$ cat src/rtl/seq_mem_arbiter_if.sv
// Bus bundle between the game FSM strobes, the sequence RAM and seq_mem_arbiter.
// master = requester/memory side, slave = arbiter.
interface seq_mem_arbiter_if #(
  parameter int ADDR_W  = 4,
  parameter int ROUND_W = 9
);
  logic               ld_req;
  logic               ld_valid;
  logic               pb_req;
  logic               pb_ready;
  logic               abort;
  logic               ld_gnt;
  logic               pb_gnt;
  logic               mem_en;
  logic               mem_we;
  logic [ADDR_W-1:0]  mem_addr;
  logic               burst_done;
  logic [ROUND_W-1:0] round_cnt;
  logic               busy;
  logic               timeout;

  modport master (
    output ld_req, ld_valid, pb_req, pb_ready, abort,
    input  ld_gnt, pb_gnt, mem_en, mem_we, mem_addr, burst_done, round_cnt, busy, timeout
  );

  modport slave (
    input  ld_req, ld_valid, pb_req, pb_ready, abort,
    output ld_gnt, pb_gnt, mem_en, mem_we, mem_addr, burst_done, round_cnt, busy, timeout
  );
endinterface

$ cat src/rtl/seq_mem_arbiter.sv
// Fixed-length burst arbiter for the shared sequence RAM (loader writes, playback reads).
// Optional stall watchdog enabled by defining ARB_WATCHDOG_EN.
module seq_mem_arbiter #(
  parameter int ADDR_W    = 4,
  parameter int BURST_LEN = 16,
  parameter int ROUND_W   = 9,
  parameter int WD_CYCLES = 31
) (
  input  logic             clka,
  input  logic             reset,
  seq_mem_arbiter_if.slave bus
);

  typedef enum logic [1:0] {
    ST_IDLE   = 2'd0,
    ST_GNT_LD = 2'd1,
    ST_GNT_PB = 2'd2,
    ST_DONE   = 2'd3
  } state_t;

  localparam logic [ADDR_W-1:0] LAST_BEAT = ADDR_W'(BURST_LEN - 1);

  if (BURST_LEN < 1 || BURST_LEN > (1 << ADDR_W) || WD_CYCLES < 1) begin : g_bad_cfg
    $error("seq_mem_arbiter: illegal BURST_LEN or WD_CYCLES");
  end

  state_t             state_r;
  state_t             state_nx_s;
  logic [ADDR_W-1:0]  beat_cnt_r;
  logic [ADDR_W-1:0]  beat_cnt_nx_s;
  logic               last_pb_r;      // 1 when playback was the last requester granted
  logic               last_pb_nx_s;
  logic [ROUND_W-1:0] round_cnt_r;
  logic [ROUND_W-1:0] round_cnt_nx_s;
  logic               ld_gnt_r;
  logic               pb_gnt_r;
  logic               burst_done_r;
  logic               busy_r;
  logic               granted_s;
  logic               strobe_s;
  logic               beat_s;

`ifdef ARB_WATCHDOG_EN
  localparam int            WD_W    = $clog2(WD_CYCLES + 1);
  localparam logic [WD_W-1:0] WD_LAST = WD_W'(WD_CYCLES - 1);
  logic [WD_W-1:0] wd_cnt_r;
  logic [WD_W-1:0] wd_cnt_nx_s;
  logic            timeout_r;
  logic            timeout_nx_s;
`endif

  // Beat qualification: owner's strobe, suppressed by abort
  always_comb begin
    granted_s = (state_r == ST_GNT_LD) || (state_r == ST_GNT_PB);
    strobe_s  = (state_r == ST_GNT_LD) ? bus.ld_valid : bus.pb_ready;
    beat_s    = granted_s && strobe_s && !bus.abort;
  end

  assign bus.mem_en   = beat_s;
  assign bus.mem_we   = beat_s && (state_r == ST_GNT_LD);
  assign bus.mem_addr = beat_cnt_r;

  // Next-state, burst counting and saturating round counter
  always_comb begin
    state_nx_s     = state_r;
    beat_cnt_nx_s  = beat_cnt_r;
    last_pb_nx_s   = last_pb_r;
    round_cnt_nx_s = round_cnt_r;
`ifdef ARB_WATCHDOG_EN
    wd_cnt_nx_s    = wd_cnt_r;
    timeout_nx_s   = 1'b0;
`endif
    case (state_r)
      ST_IDLE: begin
        if (bus.ld_req && (!bus.pb_req || last_pb_r)) begin
          state_nx_s    = ST_GNT_LD;
          last_pb_nx_s  = 1'b0;
          beat_cnt_nx_s = '0;
`ifdef ARB_WATCHDOG_EN
          wd_cnt_nx_s   = '0;
`endif
        end else if (bus.pb_req) begin
          state_nx_s    = ST_GNT_PB;
          last_pb_nx_s  = 1'b1;
          beat_cnt_nx_s = '0;
`ifdef ARB_WATCHDOG_EN
          wd_cnt_nx_s   = '0;
`endif
        end else begin
          state_nx_s = ST_IDLE;
        end
      end
      ST_GNT_LD, ST_GNT_PB: begin
        if (bus.abort) begin
          state_nx_s    = ST_IDLE;
          beat_cnt_nx_s = '0;
        end else if (beat_s) begin
`ifdef ARB_WATCHDOG_EN
          wd_cnt_nx_s = '0;
`endif
          if (beat_cnt_r == LAST_BEAT) begin
            state_nx_s     = ST_DONE;
            beat_cnt_nx_s  = '0;
            round_cnt_nx_s = (&round_cnt_r) ? round_cnt_r : round_cnt_r + 1'b1;
          end else begin
            beat_cnt_nx_s = beat_cnt_r + 1'b1;
          end
        end else begin
`ifdef ARB_WATCHDOG_EN
          if (wd_cnt_r == WD_LAST) begin
            state_nx_s    = ST_IDLE;
            beat_cnt_nx_s = '0;
            wd_cnt_nx_s   = '0;
            timeout_nx_s  = 1'b1;
          end else begin
            wd_cnt_nx_s = wd_cnt_r + 1'b1;
          end
`else
          state_nx_s = state_r;
`endif
        end
      end
      ST_DONE: begin
        state_nx_s = ST_IDLE;
      end
      default: begin
        state_nx_s = ST_IDLE;
      end
    endcase
  end

  // State and registered outputs
  always_ff @(posedge clka or negedge reset) begin
    if (!reset) begin
      state_r      <= ST_IDLE;
      beat_cnt_r   <= '0;
      last_pb_r    <= 1'b1;
      round_cnt_r  <= '0;
      ld_gnt_r     <= 1'b0;
      pb_gnt_r     <= 1'b0;
      burst_done_r <= 1'b0;
      busy_r       <= 1'b0;
`ifdef ARB_WATCHDOG_EN
      wd_cnt_r     <= '0;
      timeout_r    <= 1'b0;
`endif
    end else begin
      state_r      <= state_nx_s;
      beat_cnt_r   <= beat_cnt_nx_s;
      last_pb_r    <= last_pb_nx_s;
      round_cnt_r  <= round_cnt_nx_s;
      ld_gnt_r     <= (state_nx_s == ST_GNT_LD);
      pb_gnt_r     <= (state_nx_s == ST_GNT_PB);
      burst_done_r <= (state_nx_s == ST_DONE);
      busy_r       <= (state_nx_s != ST_IDLE);
`ifdef ARB_WATCHDOG_EN
      wd_cnt_r     <= wd_cnt_nx_s;
      timeout_r    <= timeout_nx_s;
`endif
    end
  end

  assign bus.ld_gnt     = ld_gnt_r;
  assign bus.pb_gnt     = pb_gnt_r;
  assign bus.burst_done = burst_done_r;
  assign bus.round_cnt  = round_cnt_r;
  assign bus.busy       = busy_r;
`ifdef ARB_WATCHDOG_EN
  assign bus.timeout    = timeout_r;
`else
  assign bus.timeout    = 1'b0;
`endif

endmodule

$ cat src/flat_wrapper.sv
// flat-port wrapper written by rule: the top's interface ports become plain ports
module seq_mem_arbiter_flat 
#(
  parameter int ADDR_W    = 4,
  parameter int BURST_LEN = 16,
  parameter int ROUND_W   = 9,
  parameter int WD_CYCLES = 31
)
  (clka, reset, bus_ld_req, bus_ld_valid, bus_pb_req, bus_pb_ready, bus_abort, bus_ld_gnt, bus_pb_gnt, bus_mem_en, bus_mem_we, bus_mem_addr, bus_burst_done, bus_round_cnt, bus_busy, bus_timeout);
  seq_mem_arbiter_if #(.ADDR_W(ADDR_W), .ROUND_W(ROUND_W)) bus_i ();
  input  logic clka;
  input  logic reset;
  input wire logic [$bits(bus_i.ld_req)-1:0] bus_ld_req;
  input wire logic [$bits(bus_i.ld_valid)-1:0] bus_ld_valid;
  input wire logic [$bits(bus_i.pb_req)-1:0] bus_pb_req;
  input wire logic [$bits(bus_i.pb_ready)-1:0] bus_pb_ready;
  input wire logic [$bits(bus_i.abort)-1:0] bus_abort;
  output wire logic [$bits(bus_i.ld_gnt)-1:0] bus_ld_gnt;
  output wire logic [$bits(bus_i.pb_gnt)-1:0] bus_pb_gnt;
  output wire logic [$bits(bus_i.mem_en)-1:0] bus_mem_en;
  output wire logic [$bits(bus_i.mem_we)-1:0] bus_mem_we;
  output wire logic [$bits(bus_i.mem_addr)-1:0] bus_mem_addr;
  output wire logic [$bits(bus_i.burst_done)-1:0] bus_burst_done;
  output wire logic [$bits(bus_i.round_cnt)-1:0] bus_round_cnt;
  output wire logic [$bits(bus_i.busy)-1:0] bus_busy;
  output wire logic [$bits(bus_i.timeout)-1:0] bus_timeout;
  assign bus_i.ld_req = bus_ld_req;
  assign bus_i.ld_valid = bus_ld_valid;
  assign bus_i.pb_req = bus_pb_req;
  assign bus_i.pb_ready = bus_pb_ready;
  assign bus_i.abort = bus_abort;
  assign bus_ld_gnt = bus_i.ld_gnt;
  assign bus_pb_gnt = bus_i.pb_gnt;
  assign bus_mem_en = bus_i.mem_en;
  assign bus_mem_we = bus_i.mem_we;
  assign bus_mem_addr = bus_i.mem_addr;
  assign bus_burst_done = bus_i.burst_done;
  assign bus_round_cnt = bus_i.round_cnt;
  assign bus_busy = bus_i.busy;
  assign bus_timeout = bus_i.timeout;
  seq_mem_arbiter #(.ADDR_W(ADDR_W), .BURST_LEN(BURST_LEN), .ROUND_W(ROUND_W), .WD_CYCLES(WD_CYCLES)) u_core (.clka(clka), .reset(reset), .bus(bus_i));
endmodule
$ cat config.mk
export PLATFORM = sky130hd
export DESIGN_NAME = seq_mem_arbiter_flat
export DESIGN_NICKNAME = d
export VERILOG_FILES = /design/src/rtl/seq_mem_arbiter_if.sv /design/src/rtl/seq_mem_arbiter.sv /design/src/flat_wrapper.sv
export SDC_FILE = /design/constraint.sdc
export NUM_CORES = 1
export LEC_CHECK = 0
export CAP_MARGIN = 20
export CELL_PAD_IN_SITES_DETAIL_PLACEMENT = 0
export CELL_PAD_IN_SITES_GLOBAL_PLACEMENT = 1
export CORE_ASPECT_RATIO = 0.7
export CORE_MARGIN = 1
export CORE_UTILIZATION = 25
export DETAILED_ROUTE_END_ITERATION = 10
export PLACE_DENSITY_LB_ADDON = 0.1
export SETUP_SLACK_MARGIN = 0.2
export SLEW_MARGIN = 20
export SYNTH_ARGS = -nofsm -noshare
export SYNTH_HDL_FRONTEND = slang
export SYNTH_SLANG_ARGS = --single-unit
$ cat constraint.sdc
create_clock -name clka -period 1.7 [get_ports clka]
set_input_delay 0.34 -clock clka [delete_from_list [all_inputs] [get_ports clka]]
set_output_delay 0.34 -clock clka [all_outputs]
set_load 0.1 [all_outputs]
==> results.md <==
- Grt ovf: 0
- RR Endpoint: u_core.bus.round_cnt[0]
- Reg2Reg Depth: 6
- Fraction of layout cells with a size suffix above 1: 67.8%
- Final period utilization: 114%
- Failing checks: negative setup slack
- CP endpoint kind: register
- Vias post-DR: 1042
- Crit path arrival time: 2.09 ns
- IO buf count: 25
- Die area: 4480 um2
- Area after DPL: 1900 um2
- CTS Buf Count: 3
- Gp weighted congestion: 0.786
- Site row count: 19
- DP HPWL: 2.16 mm
- Final cell count without fillers: 229
- Drt initial violations: 6
- Worst R2R Start: u_core.state_r[0]
- Hold WC Path Type: in -> async
- Number of synthesized register bits: 20
- Core area: 3970 um2
- Sequential cell area fraction in the yosys report: 47.6%
- Wirelength, routed: 2.95 mm
- Finished Cell Area: 2290 um2
- Count of different cell masters after synthesis: 34
- Worst-path clk slew: 0.07 ns
- Lkg Pwr: 0.986 nW
- Max Clock Freq: 516 MHz
- Die H: 56.3 um
- Hold Buf Count CTS: 0
- Cell family with most CP delay: simple AND/OR/NAND/NOR gates
- Pin count of the biggest net entering global routing: 21
- Tmin final: 1.94 ns
- Fin. Hold Viols: 0
- Global-route wire length before repair: 4.81 mm
- Syn Inst Count: 106
- Status: finished with violations
- Max Slew Vio Count: 0
- Pwr dens: 1190 nW/um2
- Clk sink count: 20
- CTS tree: yes
- CP peak stage delay: 0.57 ns
- Nets: 192
- Required @ worst endpoint: 1.85 ns
- Clock latency on the worst-skew pair: 0.26 ns
- Netlist Area Pre-Place: 1050 um2
- Die width: 79.6 um
- RSZ-0062 raised after global routing: yes
- Power after layout: 2.72 mW
- GRT Total Usage: 14.2%
- Critical path class: reg -> reg
- IO Count: 27
- Max Cap Viol: 0
- Crit-path slowest cell: or4_4
- Startpoint types: register
- Worst VDD drop: 0.977 mV
- Root Buffer: clkbuf_8
- Post-DR vias/cell: 4.55
- Syn_area_per_cell: 9.94 um2
- Vias in the first global route: 1046
- DR pass1 iterations: 4
- Buffers and inverters on the worst path: 2
- Placed Cells: 208
- Synthesis-to-finish area growth: 117%
- Maximum fanout along the worst path: 4
- CP Cell Sequence: ha_4 -> mux2i_4 -> buf_6 -> or4_4 -> buf_12 -> xnor2_4
- Layout Skew: 0.00251 ns
- Post-detailed-route count of antenna-violating nets: 0
- Final setup margin: -0.240 ns
- CTS H-tree lvls: 1
- R2R Setup Slk: -0.24 ns
- Initial antenna violation count: 0
- Largest buffer count on any clock path: 2
- Levels on crit path: 6
- # diodes: 0
- Starting Density: 26.5%
- DR WL/cell: 12.9 um
- Yosys warns: 0
- Dpl ws: -0.254 ns
- DRC viols: 0
- # setup viols final: 11
- Post-Route Utilization: 57.6%
- Syn_nets: 120
==> per-stage QoR <==
step	TNS, ns	hold slack, ns
6_report	-1.93	0.428
5_1_grt	-2.94	0.448
4_1_cts	-1.46	0.440
3_5_place_dp	-1.77	0.521
3_3_place_gp	-1.50	0.516
2_1_floorplan	-2.62	0.0444
==> state kept, by name, summed over array words and instances (netlist names) <==
register and count:
u_core.bus.ld_gnt 1, u_core.bus.busy 1, u_core.bus.round_cnt 9, u_core.bus.mem_addr 4, u_core.bus.burst_done 1, u_core.last_pb_r 1
u_core.state_r 2, u_core.bus.pb_gnt 1
==> worst max path at each step <==
stage	start	end
floorplan	u_core.bus.round_cnt[1]	u_core.bus.round_cnt[7]
finish	u_core.state_r[0]	u_core.bus.round_cnt[0]
global placement	bus_ld_valid	u_core.bus.round_cnt[6]
detailed placement	bus_ld_valid	bus_mem_en
CTS	u_core.bus.round_cnt[1]	u_core.bus.round_cnt[5]
global route	u_core.bus.round_cnt[0]	u_core.bus.round_cnt[5]
==> worst reg2reg max path, cell delays in order, from the launching register on <==
cell	delay, ns
dfrtp_2	0.45
ha_4	0.19
mux2i_4	0.19
buf_6	0.14
or4_4	0.57
buf_12	0.16
xnor2_4	0.12
==> per-layer routing <==
metal	GRT usage, %	wire [um]	vias up
met1	19.1	1410	509
met3	4.88	131	4
li1	-	-	513
met2	21.9	1380	16
met5	0	0	-
met4	3.12	28	0
==> cells by family (layout without fill, tap and decap cells) <==
group	Yosys count	after routing	synth area share, %
simple gates	45	45	22.3
buf+inv	4	75	1.90
flops	20	20	47.6
fa+ha+maj	7	7	8.31
mux	2	2	2.02
xor+xnor	7	7	5.82
other cells	1	1	0.356
compound gates	20	20	11.6
==> where the power goes <==
group | internal, mW | total (mW) | switching (mW)
clock network | 0.206 | 0.356 | 0.150
registers | 0.567 | 0.638 | 0.0710
logic | 0.822 | 1.72 | 0.903
==> area by class of cell <==
| class | instances | area (um2) |
|---|---|---|
| timing repair buffer | 69 | 837 |
| sequential | 20 | 528 |
| inverter | 2 | 7.51 |
| clock buffer | 4 | 55.1 |
| tap | 52 | 65.1 |
| multi-input combinational | 82 | 796 |
| fill | 340 | 1680 |
==> cell usage in the layout (no fill, tap or decap), types with 3 or more instances in the layout <==
cell / synthesis / routed
nand4_1: 3 / 3
nand2_1: 15 / 12
xor2_1: 3 / 3
nand3_1: 5 / 3
dfrtp_2: 0 / 9
nor2_1: 8 / 4
buf_4: 1 / 31
dfrtp_4: 0 / 4
dfrtp_1: 19 / 6
clkdlybuf4s50_1: 0 / 6
ha_4: 0 / 5
buf_12: 0 / 21
buf_6: 0 / 11
clkbuf_8: 0 / 4
xnor2_1: 4 / 3
==> Yosys cell counts <==
cell type	instances	area, um2
nor3_2	1	10.0
xnor2_1	4	35.0
ha_1	7	87.6
conb_1	1	3.75
buf_2	1	5.00
dfrtp_1	19	475
buf_4	1	7.51
o21ai_0	5	25.0
a22oi_1	1	7.51
nor2_1	8	30.0
and3_1	1	6.26
nor2b_1	1	6.26
a22o_1	2	17.5
o21bai_1	1	7.51
inv_1	2	7.51
or2_2	2	12.5
nor3b_1	1	7.51
a31oi_1	2	12.5
nand2b_1	2	12.5
o21a_1	1	7.51
or4_4	2	22.5
dfstp_2	1	26.3
xor2_1	3	26.3
nand2_1	15	56.3
mux2_2	1	11.3
a21o_1	1	7.51
nor4_1	2	12.5
and2_1	1	6.26
mux2i_1	1	10.0
nand4_1	3	18.8
o211ai_1	1	7.51
nand4b_1	1	8.76
nand3_1	5	25.0
a21oi_1	6	30.0
==> repair_timing <==
action | CTS | global route
pin swaps | 13 | 13
gates resized for setup | 21 | 16
endpoints found under the setup margin | 21 | 21
setup buffers | 7 | 10
Power figures use the tool's default switching activity.
